===== config.mk =====
export PLATFORM = sky130hd
export DESIGN_NAME = operand_fetch
export DESIGN_NICKNAME = d
export VERILOG_FILES = /design/src/rtl/mips_pkg.sv /design/src/rtl/reg_scoreboard.sv /design/src/rtl/operand_fetch.sv
export SDC_FILE = /design/constraint.sdc
export NUM_CORES = 1
export LEC_CHECK = 0
export BUFFER_PORTS_ARGS = -buffer_cell sky130_fd_sc_hd__buf_2
export CAP_MARGIN = 20
export CORE_UTILIZATION = 53
export DETAILED_ROUTE_END_ITERATION = 16
export PLACE_DENSITY = 0.87
export SLEW_MARGIN = 20
export SYNTH_ARGS = -nofsm -noshare
export SYNTH_HDL_FRONTEND = slang
export SYNTH_SLANG_ARGS = --single-unit

===== constraint.sdc =====
create_clock -name clk -period 5.9 [get_ports clk]
set_input_delay 1.18 -clock clk [delete_from_list [all_inputs] [get_ports clk]]
set_output_delay 1.18 -clock clk [all_outputs]
set_load 0.05 [all_outputs]

===== src/rtl/mips_pkg.sv =====
// mips_pkg: shared register-file widths, constants and output-stage state type
package mips_pkg;
   localparam int REG_ADDR_W = 5;
   localparam int NUM_REGS = 32;
   localparam int DATA_W = 32;
   localparam logic [REG_ADDR_W-1:0] REG_ZERO = 5'd0;
   typedef enum logic {EMPTY, FULL} out_state_t;
   function automatic logic [NUM_REGS-1:0] reg_mask(input logic [REG_ADDR_W-1:0] addr);
      logic [NUM_REGS-1:0] m;
      m = '0;
      m[addr] = (addr != REG_ZERO);
      return m;
   endfunction
endpackage


===== src/rtl/reg_scoreboard.sv =====
// reg_scoreboard: in-flight destination vector with set-wins update and bypassed hazard queries
module reg_scoreboard
   import mips_pkg::*;
(
   input  logic                  clk,
   input  logic                  rst,
   input  logic                  set_en,
   input  logic [REG_ADDR_W-1:0] set_addr,
   input  logic                  clr_en,
   input  logic [REG_ADDR_W-1:0] clr_addr,
   input  logic [REG_ADDR_W-1:0] q_rs,
   input  logic [REG_ADDR_W-1:0] q_rt,
   input  logic [REG_ADDR_W-1:0] q_rd,
   output logic                  hz_rs,
   output logic                  hz_rt,
   output logic                  hz_rd,
   output logic [NUM_REGS-1:0]   busy
);
   logic [NUM_REGS-1:0] set_mask;
   logic [NUM_REGS-1:0] clr_mask;
   // hazard is a busy nonzero register not being written back this cycle
   always_comb begin
      set_mask = set_en ? reg_mask(set_addr) : '0;
      clr_mask = clr_en ? reg_mask(clr_addr) : '0;
      hz_rs = (q_rs != REG_ZERO) && busy[q_rs] && !(clr_en && clr_addr == q_rs);
      hz_rt = (q_rt != REG_ZERO) && busy[q_rt] && !(clr_en && clr_addr == q_rt);
      hz_rd = (q_rd != REG_ZERO) && busy[q_rd] && !(clr_en && clr_addr == q_rd);
   end
   // clear first, then set, so a same-cycle set on the same register wins
   always_ff @(posedge clk)
      busy <= rst ? '0 : (busy & ~clr_mask) | set_mask;
endmodule


===== src/rtl/operand_fetch.sv =====
// operand_fetch: register read with forwarding, hazard stall and one-entry issue register
module operand_fetch
   import mips_pkg::*;
#(
   parameter int DW = DATA_W
) (
   input  logic                  clk,
   input  logic                  rst,
   input  logic                  id_valid,
   output logic                  id_ready,
   input  logic [REG_ADDR_W-1:0] id_rs,
   input  logic [REG_ADDR_W-1:0] id_rt,
   input  logic [REG_ADDR_W-1:0] id_rd,
   input  logic                  id_wen,
   output logic                  ex_valid,
   input  logic                  ex_ready,
   output logic [DW-1:0]         ex_a,
   output logic [DW-1:0]         ex_b,
   output logic [REG_ADDR_W-1:0] ex_rd,
   output logic                  ex_wen,
   input  logic                  wb_valid,
   input  logic [REG_ADDR_W-1:0] wb_addr,
   input  logic [DW-1:0]         wb_data,
   output logic [REG_ADDR_W-1:0] rf_r1_addr,
   output logic [REG_ADDR_W-1:0] rf_r2_addr,
   input  logic [DW-1:0]         rf_r1_dout,
   input  logic [DW-1:0]         rf_r2_dout,
   output logic [REG_ADDR_W-1:0] rf_r3_addr,
   output logic [DW-1:0]         rf_r3_din,
   output logic                  rf_r3_wr,
   output logic [NUM_REGS-1:0]   busy
);
   out_state_t state;
   logic hz_rs, hz_rt, hz_rd;
   logic issue;
   logic [DW-1:0] val_a, val_b;
   reg_scoreboard u_sb (
      .clk(clk),
      .rst(rst),
      .set_en(issue && id_wen),
      .set_addr(id_rd),
      .clr_en(wb_valid),
      .clr_addr(wb_addr),
      .q_rs(id_rs),
      .q_rt(id_rt),
      .q_rd(id_rd),
      .hz_rs(hz_rs),
      .hz_rt(hz_rt),
      .hz_rd(hz_rd),
      .busy(busy)
   );
   assign rf_r1_addr = id_rs;
   assign rf_r2_addr = id_rt;
   assign rf_r3_addr = wb_addr;
   assign rf_r3_din = wb_data;
   assign rf_r3_wr = wb_valid && wb_addr != REG_ZERO;
   assign ex_valid = state == FULL;
   // operand selection: r0 reads zero, same-cycle writeback beats the register file
   always_comb begin
      val_a = id_rs == REG_ZERO ? '0 : (wb_valid && wb_addr == id_rs) ? wb_data : rf_r1_dout;
      val_b = id_rt == REG_ZERO ? '0 : (wb_valid && wb_addr == id_rt) ? wb_data : rf_r2_dout;
      id_ready = !rst && !hz_rs && !hz_rt && !(id_wen && hz_rd) && (!ex_valid || ex_ready);
      issue = id_valid && id_ready;
   end
   // output stage: load on issue, drain on ex_ready, hold under backpressure
   always_ff @(posedge clk) begin
      if (rst) begin
         state <= EMPTY;
         ex_a <= '0;
         ex_b <= '0;
         ex_rd <= '0;
         ex_wen <= 1'b0;
      end else if (issue) begin
         state <= FULL;
         ex_a <= val_a;
         ex_b <= val_b;
         ex_rd <= id_rd;
         ex_wen <= id_wen;
      end else if (ex_ready) begin
         state <= EMPTY;
      end
   end
endmodule


==> results.cfg, run 1 <==
[outcome]
status = completed

[clock_network]
clkTransAtPathRegs_ns = 0.07
cts_setup_buffers = 0
cts_hold_buf = 0
clkSinkCount = 103
cts_tree = built
root_buffer = clkbuf_16
clock_latency_ns = 0.35
htreeDepth = 3
cts_resized = 0
cts-buffers-inserted = 9
cts_buffer_depth = 2

[synthesis]
syn_nets = 860
synth_top_area_share_pct = 30.5
yosysSeqAreaShare_pct = 30.5
synthArstFlopShare_pct = 0
synth-edff-count = 0
synth.avg_cell_area_sq_um = 9.15
ys_ff_latch = 103
synth_cells = 738
yosys.area.top_type = dfxtp_1
synth_top_cells_by_count = dfxtp_1 (103), mux2i_1 (94), nor2b_1 (88), nor2_1 (72), mux2_2 (70)
netlist_top_cells_area = dfxtp_1 (31%), mux2i_1 (14%), mux2_2 (12%), nor2b_1 (8.2%), buf_4 (5.9%)
synth_cell_types = 45
ys_warn_count = 0
synth_most_common_cell = dfxtp_1
synthesis.area_sq_um = 6750
synth_flop_cell = dfxtp_1

[floorplanning]
die_y_microns = 115
io_pins = 274
start_util_pct = 55.3
core-area_sq_um = 12200
num_rows = 40
die_area_sq_um = 13200
die_w_microns = 115

[power]
cellLeakagePower_nw = 3.71
sw_frac_of_total_pct = 31.8
switching_power_mw = 0.570
combPwrFrac_pct = 22.9
internal_power_mw = 1.22
clkPwrFrac_pct = 36.7
peakVddDrop_mv = 0.212
seq_power_share_pct = 40.4
powerDensity_nw_per_um2 = 222

[worst_setup_path]
path_class = in -> out
start_kind = primary input
required_ns = 4.72
worstPathArrival_ns = 3.09
cp-end-kind = output port
worst-path-max-fanout = 13

[routing]
routed_wirelength_microns = 20300
dr_total_vias = 6242
initialDrtViolationCount = 637
antenna_left = 0
drc = 0
routed_via_density = 5.72
wl_per_cell_microns = 18.6
dr.pass1.iters = 6

[timing]
period_share_pct = 72.3
setup_violations = 0
slew_headroom_pct = 25.7
tns_ns = 0
finalMaxSlewViolations = 0
worst_pin_slew_ns = 1.11
skew_ns = 0.0172
fmax_mhz = 234
rsz0062_at_grt = false
whs_ns = 0.482
period_needed_ns = 4.27
report.final.hold_viol_count = 0

[place]
port_buffers = 273
dp_hpwl_microns = 14700
gp_congestion = 0.924

[global_route]
track_usage_pct = 30.0
antenna_found_initial = 0
grt_pass1_vias = 5876
grt_pass1_wl_microns = 30200
grt-ovfl-total = 0
grt_max_degree = 109

[final_layout]
antennaDiodeCount = 0
fin_nets = 1040
areaGrowthSynthToFinish_pct = 19.7
final_layout_size_suffix_gt1_share_pct = 41.5

[job]
drv_cap = 0

[hold_path]
holdCritPathClass = reg -> reg
[power groups by stage]
| stage | clock network [mW] | registers [mW] | logic [mW] |
|---|---|---|---|
| 2_1_floorplan | 0 | 0.808 | 0.245 |
| 3_3_place_gp | 0 | 0.738 | 0.403 |
| 3_5_place_dp | 0 | 0.739 | 0.408 |
| 4_1_cts | 0.666 | 0.723 | 0.409 |
| 5_1_grt | 0.698 | 0.726 | 0.435 |
| 6_report | 0.658 | 0.724 | 0.411 |
[cell families (layout without fill, tap and decap cells)]
group,count (synthesis),count (layout),synth area share [%]
compound gates,69,69,7.69
xor+xnor,15,15,1.95
buf+inv,115,300,9.73
flops,103,103,30.5
mux,174,174,28.9
simple gates,262,262,21.2
[sequential cells by signal (all words and copies together) (netlist names)]
| signal | flops |
|---|---|
| ex_a | 32 |
| ex_b | 32 |
| u_sb.busy | 32 |
| ex_rd | 5 |
| ex_valid | 1 |
| ex_wen | 1 |
[area by class of cell]
cell class                 count  area, sq um
tap                          168          210
clock buffer                  10          229
inverter                       6         22.5
clock inverter                 6          103
sequential                   103         2060
multi-input combinational    520         4040
fill                        1024         4130
timing repair buffer         278         1420
[metal layers]
| metal | GRT usage, % | share of wire, % | vias up |
|---|---|---|---|
| li1 | - | - | 2920 |
| met1 | 37.7 | 39 | 2904 |
| met2 | 47.9 | 47 | 368 |
| met3 | 9.01 | 11 | 48 |
| met4 | 12.0 | 2.9 | 2 |
| met5 | 2.59 | 0.22 | - |
[worst paths after layout]
| kind | start | endpoint | slack [ns] | cells past startpoint |
|---|---|---|---|---|
| min reg2reg | ex_rd[2] | ex_rd[2] | 0.48 | 2 |
| min | ex_rd[2] | ex_rd[2] | 0.48 | 2 |
| max | id_rs[0] | id_ready | 1.63 | 8 |
| max reg2reg | u_sb.busy[8] | ex_a[30] | 3.02 | 8 |
[through the flow]
step	total power, mW	setup slack, ns	util (%)	std cells	area, sq um
final	1.79	1.63	66.2	1091	8080
after global routing	1.86	1.48	66.2	1091	8080
after CTS	1.80	1.62	66.2	1091	8080
after detailed placement	1.15	1.63	63.5	1075	7750
after global placement	1.14	1.63	63.5	1075	7750
after floorplan	1.05	1.76	-	738	6750
[layout by cell type (no fill, tap or decap), types with 6 or more instances in the layout]
cell type and count:
nand2_1 26, mux2_2 70, nand3b_1 22, nor3_1 6
nor4_1 9, nor2b_1 88, nand3_1 8, clkbuf_16 9
buf_2 272, mux4_2 10, xor2_1 12, o41ai_1 27
dfxtp_1 103, nand2b_1 7, nor2_1 72, o21ai_0 17
mux2i_1 94
[critical path, cell delays in order]
cell       delay, ns
buf_2           0.21
mux4_2          0.36
mux2i_1         0.06
and3_1          0.18
or4_1           0.53
a2bb2oi_2       0.16
and3_1          0.19
buf_2           0.21
Note: power is estimated with default switching activity, not from simulation.
==> run 2: changes to the inputs <==
--- a/config.mk
+++ b/config.mk
@@ -7,9 +7,9 @@
 export LEC_CHECK = 0
 export BUFFER_PORTS_ARGS = -buffer_cell sky130_fd_sc_hd__buf_2
 export CAP_MARGIN = 20
-export CORE_UTILIZATION = 53
+export CORE_UTILIZATION = 49
 export DETAILED_ROUTE_END_ITERATION = 16
-export PLACE_DENSITY = 0.87
+export PLACE_DENSITY = 0.81
 export SLEW_MARGIN = 20
 export SYNTH_ARGS = -nofsm -noshare
 export SYNTH_HDL_FRONTEND = slang
==> constraint.sdc (replaced) <==
create_clock -name clk -period 4.2 [get_ports clk]
set_input_delay 0.84 -clock clk [delete_from_list [all_inputs] [get_ports clk]]
set_output_delay 0.84 -clock clk [all_outputs]
set_load 0.05 [all_outputs]
==> results.cfg, run 2 (same netlist as run 1, synthesis figures left out) <==
[timing]
report.final.hold_viol_count = 0
setup_violations = 0
fmax_mhz = 274
tns_ns = 0
finalMaxSlewViolations = 0
worst_pin_slew_ns = 0.731
skew_ns = 0.0114
period_share_pct = 86.9
rsz0062_at_grt = false
period_needed_ns = 3.65
slew_headroom_pct = 51.3

[final_layout]
fill_cells = 1187
most-common-layout-cells = buf_2 (272), dfxtp_1 (103), mux2i_1 (94)
regArea_sq_um = 2060
final_common_cell = buf_2
areaGrowthSynthToFinish_pct = 19.6
final_util_pct = 60.5
multiInputGateArea_sq_um = 4040
top_regs = ex_a (32), ex_b (32), u_sb.busy (32)
fin_nets = 1042
final_layout_size_suffix_gt1_share_pct = 41.5
antennaDiodeCount = 0

[power]
powerDensity_nw_per_um2 = 304
peakVddDrop_mv = 0.245
cellLeakagePower_nw = 3.70

[global_route]
grt_pass1_vias = 5775
grt_pass1_wl_microns = 31300
track_usage_pct = 28.4
antenna_found_initial = 0
grt-ovfl-total = 0
grt_max_degree = 69

[routing]
antenna_left = 0
dr_total_vias = 6303
dr.pass1.iters = 4
routed_wirelength_microns = 20800
initialDrtViolationCount = 532
routed_via_density = 5.72
drc = 0
wl_per_cell_microns = 18.9

[clock_network]
cts-buffers-inserted = 9
htreeDepth = 3
cts_tree = built
cts_resized = 0
clkSinkCount = 103
root_buffer = clkbuf_16
cts_buffer_depth = 2
clock_latency_ns = 0.35
cts_hold_buf = 0
cts_setup_buffers = 0
clkTransAtPathRegs_ns = 0.07

[place]
gp_congestion = 0.963
dp_hpwl_microns = 15100
port_buffers = 273

[floorplanning]
start_util_pct = 50.6
die_area_sq_um = 14300
core-area_sq_um = 13300
die_w_microns = 119
io_pins = 274
num_rows = 42
die_y_microns = 119

[worst_setup_path]
start_kind = primary input
path_cells = buf_2 > mux2i_1 > nor3_1 > nor4b_1 > o22ai_1 > a2bb2oi_2 > and3_1 > buf_2
cp.buffers_inverters = 2
cp-end-kind = output port
worst-path-max-fanout = 23
path_common_cell = buf_2
slowest_stage = buf_2
cp_top_family = buffers and inverters
path_class = in -> out
max_stage_delay_ns = 0.46
required_ns = 3.36
worstPathArrival_ns = 2.81

[job]
drv_cap = 0

[hold_path]
holdCritPathClass = reg -> reg

[outcome]
status = completed
run 2: power by group:
part           total (mW)  internal (mW)  switching, mW
clock network       0.854          0.482          0.373
registers            1.02           1.00         0.0133
logic               0.581          0.181          0.400
total                2.45           1.67          0.785
run 2: area by class of cell:
class	count	share of cell area, %
Tap cell	176	2.73
Clock buffer	12	3.05
Inverter	6	0.279
Multi-Input combinational cell	520	50.0
Clock inverter	4	0.651
Sequential cell	103	25.5
Timing Repair Buffer	280	17.8
run 2: final timing paths:
kind | start | endpoint | slack, ns | depth (start not counted)
max reg2reg | u_sb.busy[10] | ex_b[21] | 1.22 | 8
min | ex_rd[2] | ex_rd[2] | 0.48 | 2
min reg2reg | ex_rd[2] | ex_rd[2] | 0.48 | 2
max | id_rd[1] | id_ready | 0.55 | 8
run 2: stage by stage:
stage	power (mW)	hold WS, ns	worst slack (ns)	std cells	cell area, sq um
2_1_floorplan	1.48	0.697	0.742	738	6750
3_3_place_gp	1.61	0.463	0.619	1085	7770
3_5_place_dp	1.62	0.470	0.543	1085	7770
4_1_cts	2.47	0.480	0.545	1101	8070
5_1_grt	2.55	0.519	0.346	1101	8070
6_report	2.45	0.476	0.548	1101	8070
run 2: tightest hold or removal path, stage by stage, from the launching register on:
cell and delay, ns:
dfxtp_1 0.31, nand2b_1 0.06, mux2i_1 0.06
run 2: layer usage:
metal	routed length [microns]	GRT usage, %	up-vias
li1	-	-	2920
met1	8720	36.1	3008
met2	9880	46.0	322
met3	1530	5.89	53
met4	670	13.0	0
met5	0	0	-
==> run 3: changes to the inputs <==
--- a/config.mk
+++ b/config.mk
@@ -5,10 +5,12 @@
 export SDC_FILE = /design/constraint.sdc
 export NUM_CORES = 1
 export LEC_CHECK = 0
+export ABC_CLOCK_PERIOD_IN_PS = 4200
 export BUFFER_PORTS_ARGS = -buffer_cell sky130_fd_sc_hd__buf_2
 export CAP_MARGIN = 20
 export CORE_UTILIZATION = 49
 export DETAILED_ROUTE_END_ITERATION = 16
+export MAX_ROUTING_LAYER = met4
 export PLACE_DENSITY = 0.81
 export SLEW_MARGIN = 20
 export SYNTH_ARGS = -nofsm -noshare
==> results.cfg, run 3 (same netlist as run 1, synthesis figures left out) <==
[clock_network]
cts_tree = built
clkTransAtPathRegs_ns = 0.07
clkSinkCount = 103
cts_resized = 0
cts-buffers-inserted = 9
root_buffer = clkbuf_16
htreeDepth = 3
cts_hold_buf = 0
clock_latency_ns = 0.35
cts_buffer_depth = 2
cts_setup_buffers = 0

[global_route]
grt_max_degree = 69
grt_pass1_vias = 5764
grt-ovfl-total = 0
grtUsageMet3_pct = 5.84
antenna_found_initial = 0
grt_busiest_layer = met2
track_usage_pct = 29.3
grtUsageMet2_pct = 45.9
met1_usage_pct = 36.4
grt_pass1_wl_microns = 31300

[final_layout]
final_util_pct = 60.5
final_layout_size_suffix_gt1_share_pct = 41.5
most-common-layout-cells = buf_2 (272), dfxtp_1 (103), mux2i_1 (94)
fin_nets = 1042
antennaDiodeCount = 0
top_regs = ex_a (32), ex_b (32), u_sb.busy (32)
final_common_cell = buf_2
multiInputGateArea_sq_um = 4040
regArea_sq_um = 2060
areaGrowthSynthToFinish_pct = 19.6
fill_cells = 1187

[timing]
fmax_mhz = 274
slew_headroom_pct = 52.0
rsz0062_at_grt = false
period_share_pct = 86.7
period_needed_ns = 3.64
tns_ns = 0
report.final.hold_viol_count = 0
finalMaxSlewViolations = 0
worst_pin_slew_ns = 0.720
setup_violations = 0
skew_ns = 0.0119

[worst_setup_path]
required_ns = 3.36
worst-path-max-fanout = 13
start_kind = primary input
r2r_cells = 8
path_class = in -> out
worstPathArrival_ns = 2.80
cp-end-kind = output port

[floorplanning]
die_w_microns = 119
core-area_sq_um = 13300
start_util_pct = 50.6
die_area_sq_um = 14300
die_y_microns = 119
num_rows = 42
io_pins = 274

[place]
dp_hpwl_microns = 15100
gp_congestion = 0.980
port_buffers = 273

[power]
sw_frac_of_total_pct = 32.1
combPwrFrac_pct = 23.7
peakVddDrop_mv = 0.247
powerDensity_nw_per_um2 = 304
seq_power_share_pct = 41.4
cellLeakagePower_nw = 3.70
switching_power_mw = 0.788
internal_power_mw = 1.67
clkPwrFrac_pct = 34.9

[routing]
routed_via_density = 5.75
initialDrtViolationCount = 590
antenna_left = 0
wl_per_cell_microns = 19.0
routed_wirelength_microns = 21000
drc = 0
dr_total_vias = 6326
dr.pass1.iters = 5

[outcome]
status = completed

[job]
drv_cap = 0

[hold_path]
holdPathStages = 2
holdCritPathClass = reg -> reg
[run 3: stage by stage]
| step | cell area [sq um] | power, mW | setup WS (ns) | hold WS (ns) | instances |
|---|---|---|---|---|---|
| 2_1_floorplan | 6750 | 1.48 | 0.742 | 0.697 | 738 |
| 3_3_place_gp | 7770 | 1.61 | 0.619 | 0.463 | 1085 |
| 3_5_place_dp | 7770 | 1.62 | 0.543 | 0.470 | 1085 |
| 4_1_cts | 8070 | 2.47 | 0.545 | 0.480 | 1101 |
| 5_1_grt | 8070 | 2.55 | 0.346 | 0.519 | 1101 |
| 6_report | 8070 | 2.45 | 0.557 | 0.476 | 1101 |
[run 3: path summary, 6_finish.rpt]
check	from	endpoint	slack (ns)
max	id_rs[0]	id_ready	0.56
min	ex_rd[2]	ex_rd[2]	0.48
max reg2reg	u_sb.busy[10]	ex_b[26]	1.19
min reg2reg	ex_rd[2]	ex_rd[2]	0.48
[run 3: critical path, stage by stage]
cell and delay, ns:
buf_2 0.30, mux4_2 0.55, nand2_1 0.08, nand2_1 0.07
a221oi_2 0.31, a2bb2oi_2 0.21, and3_1 0.16, buf_2 0.27
[run 3: per-layer routing]
metal	wire length, microns	share of wire, %
met4	686	3.3
met2	9860	47
met5	0	0
met1	8660	41
met3	1760	8.4
[run 3: final cells by class]
| class | instances | share of cell area (%) |
|---|---|---|
| Tap cell | 176 | 2.73 |
| Inverter | 6 | 0.279 |
| Sequential cell | 103 | 25.5 |
| Timing Repair Buffer | 280 | 17.8 |
| Clock inverter | 4 | 0.651 |
| Clock buffer | 12 | 3.05 |
| Multi-Input combinational cell | 520 | 50.0 |
[run 3: power groups by stage]
stage / clock (mW) / sequential, mW / combinational, mW
after floorplan: 0 / 1.13 / 0.343
after global placement: 0 / 1.04 / 0.570
after detailed placement: 0 / 1.04 / 0.577
after CTS: 0.880 / 1.02 / 0.578
after global routing: 0.921 / 1.02 / 0.610
final: 0.856 / 1.02 / 0.581
